==> src/rtl/mem1port_arb_pkg.sv <==
`default_nettype none
// ============================================================================
// Module      : mem_arb_pkg
// Description : Shared types and constants for the mem1port arbiter: response
//               owner encoding, access source select, starvation bounds.
// Revision    : 1.0 - initial release
// ============================================================================
package mem_arb_pkg;

    // Port that issued the outstanding read; INSTR is the reset owner
    typedef enum logic {
        OWNER_INSTR = 1'b0,
        OWNER_DATA  = 1'b1
    } owner_e;

    // Which request drives the shared memory port this cycle
    typedef enum logic [2:0] {
        SRC_NONE = 3'd0,
        SRC_IRD  = 3'd1,
        SRC_DRD  = 3'd2,
        SRC_DWR  = 3'd3,
        SRC_WBUF = 3'd4
    } src_e;

    localparam int c_starve_max_lo = 1;
    localparam int c_starve_max_hi = 15;
    localparam int c_starve_cnt_w  = 4;

    // Keep the starvation limit inside the range the 4-bit counter can hold
    function automatic int starve_clamp(input int value);
        if (value < c_starve_max_lo) begin
            return c_starve_max_lo;
        end else if (value > c_starve_max_hi) begin
            return c_starve_max_hi;
        end
        return value;
    endfunction

endpackage
`default_nettype wire

==> src/rtl/mem1port_arb_if.sv <==
`default_nettype none
// ============================================================================
// Module      : mem1port_arb_if
// Description : Bundle of the core-side request/response ports and the
//               memory-side shared port around the mem1port arbiter.
//               slave = arbiter view, master = core + memory view.
// Revision    : 1.0 - initial release
// ============================================================================
interface mem1port_arb_if;
    logic        i_rready;
    logic [29:0] i_raddr;
    logic        i_gnt;
    logic        i_rresp;
    logic [31:0] i_rdata;
    logic        d_rready;
    logic [29:0] d_raddr;
    logic        d_rgnt;
    logic        d_rresp;
    logic [31:0] d_rdata;
    logic        d_wready;
    logic [29:0] d_waddr;
    logic [31:0] d_wdata;
    logic [3:0]  d_wstrb;
    logic        d_wgnt;
    logic        m_ready;
    logic        m_we;
    logic [29:0] m_addr;
    logic [31:0] m_wdata;
    logic [3:0]  m_wstrb;
    logic        m_rresp;
    logic [31:0] m_rdata;

    modport slave (
        input  i_rready, i_raddr, d_rready, d_raddr, d_wready, d_waddr,
               d_wdata, d_wstrb, m_rresp, m_rdata,
        output i_gnt, i_rresp, i_rdata, d_rgnt, d_rresp, d_rdata, d_wgnt,
               m_ready, m_we, m_addr, m_wdata, m_wstrb
    );

    modport master (
        output i_rready, i_raddr, d_rready, d_raddr, d_wready, d_waddr,
               d_wdata, d_wstrb, m_rresp, m_rdata,
        input  i_gnt, i_rresp, i_rdata, d_rgnt, d_rresp, d_rdata, d_wgnt,
               m_ready, m_we, m_addr, m_wdata, m_wstrb
    );
endinterface
`default_nettype wire

==> src/rtl/mem1port_arb_wbuf.sv <==
`default_nettype none
// ============================================================================
// Module      : mem_wbuf
// Description : One-entry posted write buffer. Accepts a write when empty or
//               draining, and raises an urgent drain request when a new write
//               arrives or a pending read targets the buffered word.
// Revision    : 1.0 - initial release
// ============================================================================
module mem_wbuf #(
    parameter int ADDRW = 30
) (
    input  wire logic        clk,
    input  wire logic        resetb,
    input  wire logic        wr_req,
    input  wire logic [29:0] wr_addr,
    input  wire logic [31:0] wr_data,
    input  wire logic [3:0]  wr_strb,
    input  wire logic        drain,
    input  wire logic        rd_i_req,
    input  wire logic [29:0] rd_i_addr,
    input  wire logic        rd_d_req,
    input  wire logic [29:0] rd_d_addr,
    output logic             valid,
    output logic             urgent,
    output logic             wr_gnt,
    output logic [29:0]      buf_addr,
    output logic [31:0]      buf_data,
    output logic [3:0]       buf_strb
);
    logic             r_valid;
    logic [ADDRW-1:0] r_addr;
    logic [31:0]      r_data;
    logic [3:0]       r_strb;
    logic             w_hit_i;
    logic             w_hit_d;

    // A read of the buffered word must wait for the drain: there is no forwarding
    assign w_hit_i  = rd_i_req && (rd_i_addr[ADDRW-1:0] == r_addr);
    assign w_hit_d  = rd_d_req && (rd_d_addr[ADDRW-1:0] == r_addr);
    assign urgent   = r_valid && (wr_req || w_hit_i || w_hit_d);
    assign wr_gnt   = wr_req && (!r_valid || drain);
    assign valid    = r_valid;
    assign buf_addr = 30'(r_addr);
    assign buf_data = r_data;
    assign buf_strb = r_strb;

    // Capture on accept (may overlap a drain), otherwise empty on drain
    always_ff @(posedge clk or negedge resetb) begin
        if (!resetb) begin
            r_valid <= 1'b0;
            r_addr  <= '0;
            r_data  <= '0;
            r_strb  <= '0;
        end else if (wr_gnt) begin
            r_valid <= 1'b1;
            r_addr  <= wr_addr[ADDRW-1:0];
            r_data  <= wr_data;
            r_strb  <= wr_strb;
        end else if (drain) begin
            r_valid <= 1'b0;
        end
    end
endmodule
`default_nettype wire

==> src/rtl/mem1port_arb.sv <==
`default_nettype none
// ============================================================================
// Module      : mem1port_arb
// Description : Merges instruction read and data read/write ports onto the
//               single mem1port port, with starvation protection for the
//               instruction port and owner-based read response routing.
//               Optional posted write buffer: MEM1PORT_ARB_WBUF_EN.
// Revision    : 1.0 - initial release
// ============================================================================
module mem1port_arb
    import mem_arb_pkg::*;
#(
    parameter int STARVE_MAX = 4,
    parameter int WBUF_ADDRW = 30
) (
    input  wire logic       clk,
    input  wire logic       resetb,
    mem1port_arb_if.slave   bus
);
    localparam logic [c_starve_cnt_w-1:0] c_starve_max =
        c_starve_cnt_w'(starve_clamp(STARVE_MAX));

    logic [c_starve_cnt_w-1:0] r_starve_cnt;
    owner_e                    r_owner;
    src_e                      w_src;
    logic                      w_force_i;

`ifdef MEM1PORT_ARB_WBUF_EN
    logic        w_wb_valid;
    logic        w_wb_urgent;
    logic        w_wb_wr_gnt;
    logic [29:0] w_wb_addr;
    logic [31:0] w_wb_data;
    logic [3:0]  w_wb_strb;

    mem_wbuf #(
        .ADDRW     (WBUF_ADDRW)
    ) u_wbuf (
        .clk       (clk),
        .resetb    (resetb),
        .wr_req    (bus.d_wready && resetb),
        .wr_addr   (bus.d_waddr),
        .wr_data   (bus.d_wdata),
        .wr_strb   (bus.d_wstrb),
        .drain     (w_src == SRC_WBUF),
        .rd_i_req  (bus.i_rready),
        .rd_i_addr (bus.i_raddr),
        .rd_d_req  (bus.d_rready),
        .rd_d_addr (bus.d_raddr),
        .valid     (w_wb_valid),
        .urgent    (w_wb_urgent),
        .wr_gnt    (w_wb_wr_gnt),
        .buf_addr  (w_wb_addr),
        .buf_data  (w_wb_data),
        .buf_strb  (w_wb_strb)
    );
`endif

    assign w_force_i = bus.i_rready && (r_starve_cnt == c_starve_max);

    // Pick the single winner for the shared port; nothing wins during reset
    always_comb begin
        w_src = SRC_NONE;
        if (resetb) begin
`ifdef MEM1PORT_ARB_WBUF_EN
            if (w_wb_urgent)        w_src = SRC_WBUF;
            else if (w_force_i)     w_src = SRC_IRD;
            else if (bus.d_rready)  w_src = SRC_DRD;
            else if (bus.i_rready)  w_src = SRC_IRD;
            else if (w_wb_valid)    w_src = SRC_WBUF;
`else
            if (w_force_i)          w_src = SRC_IRD;
            else if (bus.d_wready)  w_src = SRC_DWR;
            else if (bus.d_rready)  w_src = SRC_DRD;
            else if (bus.i_rready)  w_src = SRC_IRD;
`endif
        end
    end

    assign bus.i_gnt   = (w_src == SRC_IRD);
    assign bus.d_rgnt  = (w_src == SRC_DRD);
`ifdef MEM1PORT_ARB_WBUF_EN
    assign bus.d_wgnt  = w_wb_wr_gnt;
`else
    assign bus.d_wgnt  = (w_src == SRC_DWR);
`endif
    assign bus.m_ready = (w_src != SRC_NONE);
    assign bus.m_we    = (w_src == SRC_DWR) || (w_src == SRC_WBUF);

    // Steer address and write payload from the winning source
    always_comb begin
        bus.m_addr  = '0;
        bus.m_wdata = '0;
        bus.m_wstrb = '0;
        case (w_src)
            SRC_IRD: bus.m_addr = bus.i_raddr;
            SRC_DRD: bus.m_addr = bus.d_raddr;
            SRC_DWR: begin
                bus.m_addr  = bus.d_waddr;
                bus.m_wdata = bus.d_wdata;
                bus.m_wstrb = bus.d_wstrb;
            end
`ifdef MEM1PORT_ARB_WBUF_EN
            SRC_WBUF: begin
                bus.m_addr  = w_wb_addr;
                bus.m_wdata = w_wb_data;
                bus.m_wstrb = w_wb_strb;
            end
`endif
            default: ;
        endcase
    end

    // Count consecutive denied instruction cycles, saturating at the limit
    always_ff @(posedge clk or negedge resetb) begin
        if (!resetb) begin
            r_starve_cnt <= '0;
        end else if (!bus.i_rready || (w_src == SRC_IRD)) begin
            r_starve_cnt <= '0;
        end else if (r_starve_cnt != c_starve_max) begin
            r_starve_cnt <= r_starve_cnt + 1'b1;
        end
    end

    // Remember which port issued the read so its response goes back there
    always_ff @(posedge clk or negedge resetb) begin
        if (!resetb) begin
            r_owner <= OWNER_INSTR;
        end else if (w_src == SRC_IRD) begin
            r_owner <= OWNER_INSTR;
        end else if (w_src == SRC_DRD) begin
            r_owner <= OWNER_DATA;
        end
    end

    assign bus.i_rresp = bus.m_rresp && (r_owner == OWNER_INSTR);
    assign bus.d_rresp = bus.m_rresp && (r_owner == OWNER_DATA);
    assign bus.i_rdata = bus.m_rdata;
    assign bus.d_rdata = bus.m_rdata;

endmodule
`default_nettype wire

==> src/flat_wrapper.sv <==
// flat-port wrapper written by rule: the top's interface ports become plain ports
module mem1port_arb_flat import mem_arb_pkg::*;
#(
    parameter int STARVE_MAX = 4,
    parameter int WBUF_ADDRW = 30
)
  (clk, resetb, bus_i_rready, bus_i_raddr, bus_d_rready, bus_d_raddr, bus_d_wready, bus_d_waddr, bus_d_wdata, bus_d_wstrb, bus_m_rresp, bus_m_rdata, bus_i_gnt, bus_i_rresp, bus_i_rdata, bus_d_rgnt, bus_d_rresp, bus_d_rdata, bus_d_wgnt, bus_m_ready, bus_m_we, bus_m_addr, bus_m_wdata, bus_m_wstrb);
  mem1port_arb_if bus_i ();
  input  wire logic clk;
  input  wire logic resetb;
  input wire logic [$bits(bus_i.i_rready)-1:0] bus_i_rready;
  input wire logic [$bits(bus_i.i_raddr)-1:0] bus_i_raddr;
  input wire logic [$bits(bus_i.d_rready)-1:0] bus_d_rready;
  input wire logic [$bits(bus_i.d_raddr)-1:0] bus_d_raddr;
  input wire logic [$bits(bus_i.d_wready)-1:0] bus_d_wready;
  input wire logic [$bits(bus_i.d_waddr)-1:0] bus_d_waddr;
  input wire logic [$bits(bus_i.d_wdata)-1:0] bus_d_wdata;
  input wire logic [$bits(bus_i.d_wstrb)-1:0] bus_d_wstrb;
  input wire logic [$bits(bus_i.m_rresp)-1:0] bus_m_rresp;
  input wire logic [$bits(bus_i.m_rdata)-1:0] bus_m_rdata;
  output wire logic [$bits(bus_i.i_gnt)-1:0] bus_i_gnt;
  output wire logic [$bits(bus_i.i_rresp)-1:0] bus_i_rresp;
  output wire logic [$bits(bus_i.i_rdata)-1:0] bus_i_rdata;
  output wire logic [$bits(bus_i.d_rgnt)-1:0] bus_d_rgnt;
  output wire logic [$bits(bus_i.d_rresp)-1:0] bus_d_rresp;
  output wire logic [$bits(bus_i.d_rdata)-1:0] bus_d_rdata;
  output wire logic [$bits(bus_i.d_wgnt)-1:0] bus_d_wgnt;
  output wire logic [$bits(bus_i.m_ready)-1:0] bus_m_ready;
  output wire logic [$bits(bus_i.m_we)-1:0] bus_m_we;
  output wire logic [$bits(bus_i.m_addr)-1:0] bus_m_addr;
  output wire logic [$bits(bus_i.m_wdata)-1:0] bus_m_wdata;
  output wire logic [$bits(bus_i.m_wstrb)-1:0] bus_m_wstrb;
  assign bus_i.i_rready = bus_i_rready;
  assign bus_i.i_raddr = bus_i_raddr;
  assign bus_i.d_rready = bus_d_rready;
  assign bus_i.d_raddr = bus_d_raddr;
  assign bus_i.d_wready = bus_d_wready;
  assign bus_i.d_waddr = bus_d_waddr;
  assign bus_i.d_wdata = bus_d_wdata;
  assign bus_i.d_wstrb = bus_d_wstrb;
  assign bus_i.m_rresp = bus_m_rresp;
  assign bus_i.m_rdata = bus_m_rdata;
  assign bus_i_gnt = bus_i.i_gnt;
  assign bus_i_rresp = bus_i.i_rresp;
  assign bus_i_rdata = bus_i.i_rdata;
  assign bus_d_rgnt = bus_i.d_rgnt;
  assign bus_d_rresp = bus_i.d_rresp;
  assign bus_d_rdata = bus_i.d_rdata;
  assign bus_d_wgnt = bus_i.d_wgnt;
  assign bus_m_ready = bus_i.m_ready;
  assign bus_m_we = bus_i.m_we;
  assign bus_m_addr = bus_i.m_addr;
  assign bus_m_wdata = bus_i.m_wdata;
  assign bus_m_wstrb = bus_i.m_wstrb;
  mem1port_arb #(.STARVE_MAX(STARVE_MAX), .WBUF_ADDRW(WBUF_ADDRW)) u_core (.clk(clk), .resetb(resetb), .bus(bus_i));
endmodule
==> config.mk <==
export PLATFORM = sky130hd
export DESIGN_NAME = mem1port_arb_flat
export DESIGN_NICKNAME = d
export VERILOG_FILES = /design/src/rtl/mem1port_arb_pkg.sv /design/src/rtl/mem1port_arb_if.sv /design/src/rtl/mem1port_arb_wbuf.sv /design/src/rtl/mem1port_arb.sv /design/src/flat_wrapper.sv
export SDC_FILE = /design/constraint.sdc
export NUM_CORES = 1
export LEC_CHECK = 0
export ABC_AREA = 1
export CORE_AREA = 3 3 116 118
export CTS_CLUSTER_DIAMETER = 40
export DETAILED_ROUTE_END_ITERATION = 8
export DIE_AREA = 0 0 119 121
export SKIP_LAST_GASP = 1
export SYNTH_ARGS = -nofsm -noshare
export SYNTH_HDL_FRONTEND = slang
export SYNTH_HIERARCHICAL = 1
export SYNTH_SLANG_ARGS = --single-unit
==> constraint.sdc <==
create_clock -name clk -period 2.6 [get_ports clk]
set_input_delay 0.52 -clock clk [delete_from_list [all_inputs] [get_ports clk]]
set_output_delay 0.52 -clock clk [all_outputs]
set_load 0.1 [all_outputs]
# Word level (Yosys, flattened, before mapping)
# Index checks and enable logic that the tools add are counted.
# W data, S select, Z words.
# word_totals
ff_bits	5
out_inout_bits	137
wordCells	31
latchBits	0
n_memories	0
mem_bits_rw	0
romBits	0
# classes
mul	0
magnitude_cmp	0
div_mod_pow	0
n_addsub	1
shifts	0
muxes	12
n_eq_ne	6
n_bitwise	1
reduce_logical	9
# ops
op	n
$pmux W30 S3	1
$mux W32	1
$mux W3	4
$mux W4	3
$eq A3 B2 Y1 const B	2
$add A4 B1 Y4 const B	1
$eq A4 B3 Y1 const B	1
$ne A4 B3 Y1 const B	1
$reduce_bool A2 Y1	2
$eq A3 B1 Y1 const B	1
$eq A3 B3 Y1 const B	1
$logic_and A1 B1 Y1	3
$mux W1	3
$reduce_bool A3 Y1	1
$logic_or A1 B1 Y1	2
$logic_not A1 Y1	1
$not A1 Y1	1

# Depth between registers and ports, before layout
# Gate-level depths: netlist (run 1).
# logic_depth
word_depth	8
ltp_mapped	12
depth_no_buf	10

# Least setup slack after synthesis (run 1)
# OpenSTA, ideal clock, no wires.
# synth_timing
kind	reg2out
start	reg u_core.r_starve_cnt[0]
end	out bus_m_addr[13]
arrival_time_ps	3045
required_ps	2080
path_buffers	2
slack_ps	-965
stages_incl_launch_ff	12
path_cell_list	dfrtp_1 > inv_1 > ha_1 > nand4_1 > a21oi_1 > ha_1 > buf_4 > buf_6 > nand2_1 > nand3_1 > nand2_1 > inv_1
# synth_between
elab_chain_len	6
elab_cells_between_ends	8
# synth_lines
item	line_no	rtl
from (decl)	mem1port_arb.sv:23	logic [c_starve_cnt_w-1:0] r_starve_cnt;
from (signal assigned)	mem1port_arb.sv:121	r_starve_cnt <= r_starve_cnt + 1'b1;
$eq A4 B3 Y1	mem1port_arb.sv:59	assign w_force_i = bus.i_rready && (r_starve_cnt == c_starve_max);
$logic_and A1 B1 Y1	mem1port_arb.sv:59	
$mux W3	mem1port_arb.sv:72	if (w_force_i) w_src = SRC_IRD;
$mux W3	mem1port_arb.sv:64	if (resetb) begin
$eq A3 B2 Y1	n/a	
named net bus_d_wgnt	flat_wrapper.sv:27	output wire logic [$bits(bus_i.d_wgnt)-1:0] bus_d_wgnt;
$pmux W30 S3	mem1port_arb.sv:95	case (w_src)
to (decl)	flat_wrapper.sv:30	output wire logic [$bits(bus_i.m_addr)-1:0] bus_m_addr;
# The timed path passes the listed nets, and every way through them passes these cells.

# Worst setup path in the final report (run 1)
# layout_timing
start	reg u_core.r_starve_cnt[0]
end	out bus_m_addr[5]
# layout_between
elab_chain_len	6
elab_cells_between_ends	8
# layout_lines
item	line_no
$eq A4 B3 Y1 (*)	mem1port_arb.sv:59
$logic_and A1 B1 Y1 (*)	mem1port_arb.sv:59
$mux W3 (*)	mem1port_arb.sv:72
$mux W3 (*)	mem1port_arb.sv:64
$eq A3 B2 Y1 or $eq A3 B1 Y1 (tied branches)	mem1port_arb.sv:95
$pmux W30 S3 (*)	mem1port_arb.sv:95
# Every way passes the cells marked *; elsewhere a longest branch is shown, timed or not.

==> results.sh, run 1 <==
export IMPL_wl_um=11500
export IMPL_drt_iter0_markers=87
export IMPL_antenna_cells=0
export IMPL_syn_instance_count=384
export IMPL_finClkSkew_ns=0.000261
export IMPL_critPathRequiredTime_ns=2.08
export IMPL_avgSynthCellArea_um2=5.15
export IMPL_worst_path_most_repeated_cell="buf_12"
export IMPL_path_max_fanout=15
export IMPL_grt_overflow_total=0
export IMPL_synthArstFlopShare_pct=100
export IMPL_vias_per_cell=4.00
export IMPL_slowest_delay_ns=0.38
export IMPL_cts_sinks=5
export IMPL_drive_gt1_share_pct=54.9
export IMPL_vias=2894
export IMPL_ys_seq_elements=5
export IMPL_end_kind="output pin"
export IMPL_fmax_ghz=0.362
export IMPL_ys_types=14
export IMPL_vdd_ir_drop_max_mv=0.385
export IMPL_cts_root_buf="clkbuf_16"
export IMPL_finalSetupViolCount=66
export IMPL_postRouteAntennaNets=0
export IMPL_grt_max_degree=19
export IMPL_drc=0
export IMPL_cts_inserted_buffers=3
export IMPL_setup_ws_ns=-0.160
export IMPL_violations="negative setup slack"
export IMPL_rsz0062_at_grt="true"
export IMPL_p_per_area_mw_per_mm2=326
export IMPL_die_area_mm2=0.0144
export IMPL_fin_crit_ns=2.76
export IMPL_nets=724
export IMPL_holdBufCountCts=0
export IMPL_wl_per_cell_um=15.8
export IMPL_worstHoldPathType="input pin to asynchronous set/reset pin"
export IMPL_yosysSeqAreaShare_pct=6.33
export IMPL_slowest_stage="dfrtp_1"
export IMPL_critical_path_class="flip-flop to output pin"
export IMPL_syn_area_mm2=0.00198
export IMPL_grt_pass1_vias=2974
export IMPL_synth_top_cell_area_share_pct=31.7
export IMPL_worst_slew_pin_transition_ns=0.266
export IMPL_start_util_pct=15.7
export IMPL_clock_path_buffers=2
export IMPL_synth_area_top_cells="nand2_1 (32%), buf_4 (26%), inv_1 (15%)"
export IMPL_drv_cap=0
export IMPL_cp_cell_sequence="inv_2, ha_4, nand4_1, buf_4, nand3_4, inv_4, buf_12, ha_4, buf_12, nand2_2, nand3_2, nand2_2, clkinvlp_4, buf_12"
export IMPL_die_y_um=121
export IMPL_die_x_um=119
export IMPL_drv_slew=0
export IMPL_synthFlopType="dfrtp_1"
export IMPL_synthToLayoutAreaGrowth_pct=190
export IMPL_path_delay_family="buffers and inverters"
export IMPL_syn_nets=555
export IMPL_clkTransAtPathRegs_ns=0.03
export IMPL_synth_common_cells="nand2_1 (167), inv_1 (77), buf_4 (68)"
export IMPL_io_pins=301
export IMPL_cts_htree_levels=1
export IMPL_grt_pass1_wl_um=16400
export IMPL_fin_tns_setup_ns=-8.11
export IMPL_cp_num_buf_inv=7
export IMPL_finalHoldViolCount=0
export IMPL_startpoint_type="flip-flop"
export IMPL_dp_hpwl_um=8190
export IMPL_fin_worst_hold_slack_ns=0.519
export IMPL_cts_tree="done"
export IMPL_synth_edf_count=0
export IMPL_fin_crit_sh_pct=106
export IMPL_dr_pass1_iters=4
export IMPL_status="finished, violations left"
export IMPL_row_count=41
export IMPL_insertion_delay_ns=0.23
export IMPL_cp_arrival_ns=2.24
export IMPL_yosysWarnings=6
export IMPL_leakage_nw=2.27
export IMPL_slew_headroom_pct=82.3
export IMPL_final_util_pct=45.6
export IMPL_synth_most_common_cell="nand2_1"
export IMPL_grtUsageTotal_pct=14.5
export IMPL_routabilityCongestion=0.748
export IMPL_coreArea_mm2=0.0126
export IMPL_synth_top_area_cell="nand2_1"
export IMPL_antenna_found_initial=0
export IMPL_port_buffers=204
-- where the power goes --
part | leakage (nW) | internal (mW) | switching [mW]
registers | 0.0639 | 0.0861 | 0.00794
clock network | 0.0382 | 0.203 | 0.0519
logic | 2.17 | 0.656 | 0.867
-- final cells by class --
cell class,instances,area [um2]
fillers,1219,6830
multi-input cells,221,1420
repair buffers,245,3370
inverters,77,522
clock buffers,4,78.8
well taps,172,215
flip-flops and latches,5,125
-- cell usage in the layout (no fill, tap or decap), types with 2 or more instances in the layout --
master	n
clkinvlp_4	60
ha_4	6
nand4_1	2
inv_1	8
nand3_2	18
buf_4	13
buf_16	3
nand2_1	78
clkdlybuf4s50_1	127
nand3_1	16
clkbuf_16	5
nand2_2	78
a21oi_1	2
inv_2	7
nand2_4	11
dfrtp_1	5
buf_6	10
buf_12	86
dlygate4sd2_1	4
nor2_1	4
-- worst register-to-register path, cell delays in order (launching register included) --
cell and delay [ns]:
dfrtp_1 0.38, inv_2 0.08, ha_4 0.14, nand4_1 0.13, buf_4 0.18, a21oi_4 0.15
buf_6 0.12, ha_4 0.19, buf_12 0.16, buf_6 0.12, inv_1 0.04, nand2_1 0.10
inv_1 0.09, nand3_1 0.10, nand2_1 0.07
-- timing repair --
item | CTS | global route
setup endpoints to repair | 71 | 70
buffers inserted | 21 | 3
pin swaps | 26 | 22
gates cloned | 6 | 2
resized for setup | 79 | 49
-- path summary, 6_finish.rpt --
check,start,end,slack [ns],cells past startpoint
max,u_core/r_starve_cnt[0]$_DFFE_PN0P_,bus_m_addr[5],-0.16,14
min,resetb,u_core/r_starve_cnt[3]$_DFFE_PN0P_,0.52,2
max reg2reg,u_core/r_starve_cnt[0]$_DFFE_PN0P_,u_core/r_starve_cnt[1]$_DFFE_PN0P_,0.43,14
min reg2reg,u_core/r_starve_cnt[0]$_DFFE_PN0P_,u_core/r_starve_cnt[0]$_DFFE_PN0P_,0.59,3
max in group asynchronous,resetb,u_core/r_starve_cnt[2]$_DFFE_PN0P_,1.97,2
min in group clk,u_core/r_starve_cnt[0]$_DFFE_PN0P_,u_core/r_starve_cnt[0]$_DFFE_PN0P_,0.59,3
-- metrics by stage --
| stage | cell area [um2] | setup slack, ns | cells | power (mW) |
|---|---|---|---|---|
| after floorplan | 2360 | -0.195 | 384 | 1.31 |
| after global placement | 4920 | -0.335 | 694 | 1.42 |
| after detailed placement | 4920 | -0.367 | 694 | 1.44 |
| after CTS | 5580 | -0.210 | 723 | 1.85 |
| after global routing | 5730 | -0.319 | 724 | 1.95 |
| final | 5730 | -0.160 | 724 | 1.87 |
-- layer usage --
layer  GRT usage (%)  part of all wire, %
met4            3.11                  1.6
met2            27.9                   52
met5               0                    0
met3            4.66                   10
met1            15.4                   36
-- logic make-up after synthesis --
kind of cell,synth area share [%]
adder cells (fa/ha/maj),4.43
XOR/XNOR,0.443
buffers and inverters,45.3
AO/OA/AOI/OAI,1.01
flip-flops,6.33
AND/OR/NAND/NOR,42.5
-- state kept, by name, summed over array words and instances, names as in the netlist --
name	flops
u_core/r_starve_cnt	4
u_core/r_owner	1
Note: power is estimated with default switching activity, not from simulation.
==> inputs of run 2 (changes only) <==
- clock period: 2.6 -> 3.1 ns (I/O delays scaled with it)
==> run 2 against run 1 <==
Effect of this change:
- the flow now finishes without violations
- non-clock buffer count down 14
- worst hold slack improved by 0.058 ns
- cell count down 1.9%
- clock skew rose by 0.0011 ns
- critical path depth is 3 lower
- sequential share of layout area rose by 0.29 points
- design area is 12% lower
- critical endpoint unchanged
- largest cell class unchanged
==> results.sh, run 2 (synthesis gave the netlist of run 1 again) <==
export IMPL_postRouteAntennaNets=0
export IMPL_final_util_pct=40.3
export IMPL_die_x_um=119
export IMPL_layout_commonest_cell="nand2_1"
export IMPL_met2RoutedLength_um=5460
export IMPL_slew_headroom_pct=81.3
export IMPL_largest_reg_flops=4
export IMPL_coreArea_mm2=0.0126
export IMPL_dr_max_layer_used="met4"
export IMPL_rsz0062_at_grt="true"
export IMPL_route_met3_wl_um=896
export IMPL_largest_register="u_core/r_starve_cnt"
export IMPL_cts_root_buf="clkbuf_16"
export IMPL_finClkSkew_ns=0.00138
export IMPL_clock_path_buffers=2
export IMPL_slowest_delay_ns=0.47
export IMPL_slowest_stage="clkdlybuf4s50_1"
export IMPL_place_area_mm2=0.00471
export IMPL_vdd_ir_drop_max_mv=0.304
export IMPL_wl_per_cell_um=14.4
export IMPL_drc=0
export IMPL_cp_arrival_ns=2.40
export IMPL_nets=710
export IMPL_finalSetupViolCount=0
export IMPL_dr_pass1_iters=4
export IMPL_place_ws_ns=-0.0706
export IMPL_wl_um=10200
export IMPL_antenna_found_initial=0
export IMPL_finalHoldViolCount=0
export IMPL_drive_gt1_share_pct=31.8
export IMPL_stdcell_count=710
export IMPL_worst_slew_pin_transition_ns=0.283
export IMPL_cts_htree_levels=1
export IMPL_drt_iter0_markers=108
export IMPL_path_max_fanout=18
export IMPL_io_pins=301
export IMPL_final_cell_mix="nand2_1 (144), clkdlybuf4s50_1 (129), buf_12 (81)"
export IMPL_row_count=41
export IMPL_vias_per_cell=3.89
export IMPL_grt_pass1_vias=2839
export IMPL_holdBufCountCts=0
export IMPL_cp_cell_sequence="clkdlybuf4s50_1, inv_1, a21oi_4, a21oi_4, ha_4, buf_12, nand2_1, nand3_1, nand2_1, clkinvlp_4, buf_12"
export IMPL_insertion_delay_ns=0.23
export IMPL_critPathRequiredTime_ns=2.48
export IMPL_clkTransAtPathRegs_ns=0.03
export IMPL_vias=2765
export IMPL_fmax_ghz=0.332
export IMPL_grt_max_degree=21
export IMPL_drv_cap=0
export IMPL_fin_worst_hold_slack_ns=0.577
export IMPL_critical_path_class="input pin to output pin"
export IMPL_dp_hpwl_um=8070
export IMPL_drv_slew=0
export IMPL_grt_pass1_wl_um=15100
export IMPL_cts_tree="done"
export IMPL_synthToLayoutAreaGrowth_pct=156
export IMPL_fillerInstances=1282
export IMPL_leakage_nw=2.27
export IMPL_reg_top3="u_core/r_starve_cnt: 4 flops, u_core/r_owner: 1 flops"
export IMPL_end_kind="output pin"
export IMPL_fin_crit_sh_pct=97.3
export IMPL_grtUsageTotal_pct=12.8
export IMPL_worstHoldPathType="flip-flop to flip-flop"
export IMPL_status="complete, no violations"
export IMPL_cts_sinks=5
export IMPL_fin_tns_setup_ns=0
export IMPL_die_y_um=121
export IMPL_p_per_area_mw_per_mm2=284
export IMPL_startpoint_type="input pin"
export IMPL_setup_ws_ns=0.0836
export IMPL_die_area_mm2=0.0144
export IMPL_cts_inserted_buffers=3
export IMPL_port_buffers=204
export IMPL_antenna_cells=0
export IMPL_fin_crit_ns=3.02
export IMPL_dp_cells=696
export IMPL_met1_length_um=3770
export IMPL_grt_overflow_total=0
export IMPL_p_total_mw=1.44
export IMPL_finalInstanceArea_mm2=0.00507
export IMPL_routabilityCongestion=0.773
export IMPL_start_util_pct=15.7
## run 2: layout make-up
cell class	count	area, um2	area share [%]
Sequential cell	5	125	2.47
Clock buffer	3	75.1	1.48
Timing Repair Buffer	231	3140	61.9
Tap cell	172	215	4.25
Multi-Input combinational cell	221	1110	21.9
Clock inverter	1	5.00	0.0988
Inverter	77	402	7.93
## run 2: timing repair
action                                  CTS  global route
pin swaps                                 5             4
gates resized for setup                  11            32
gates cloned                              1             2
endpoints found under the setup margin   44            30
setup buffers                             3             4
## run 2: worst paths after layout
kind / depth (start not counted) / slack, ns / end / from
worst min-delay path: 2 / 0.58 / u_core/r_starve_cnt[1]$_DFFE_PN0P_ / u_core/r_starve_cnt[1]$_DFFE_PN0P_
worst min register to register: 2 / 0.58 / u_core/r_starve_cnt[1]$_DFFE_PN0P_ / u_core/r_starve_cnt[1]$_DFFE_PN0P_
min in group asynchronous: 2 / 0.83 / u_core/r_starve_cnt[1]$_DFFE_PN0P_ / resetb
worst max-delay path: 11 / 0.08 / bus_m_addr[5] / bus_d_rready
max in group asynchronous: 2 / 2.15 / u_core/r_owner$_DFFE_PN0P_ / resetb
worst max register to register: 13 / 0.81 / u_core/r_starve_cnt[1]$_DFFE_PN0P_ / u_core/r_starve_cnt[0]$_DFFE_PN0P_
## run 2: critical path: cells and delay by family
kind | cells | cell delay, ns
buffers and inverters | 5 | 0.98
AO/OA/AOI/OAI | 2 | 0.33
AND/OR/NAND/NOR | 3 | 0.26
adder cells (fa/ha/maj) | 1 | 0.19
## run 2: routing by layer
metal,global-route usage (%),up-vias
met4,1.45,0
met1,14.2,1230
met3,3.73,19
met2,24.9,166
li1,-,1350
met5,0,-
## run 2: power by group
| group | switching, mW | leakage, nW | internal [mW] |
|---|---|---|---|
| clock network | 0.0419 | 0.0409 | 0.168 |
| registers | 0.00897 | 0.0639 | 0.0722 |
| logic | 0.665 | 2.17 | 0.481 |
| total | 0.715 | 2.27 | 0.721 |
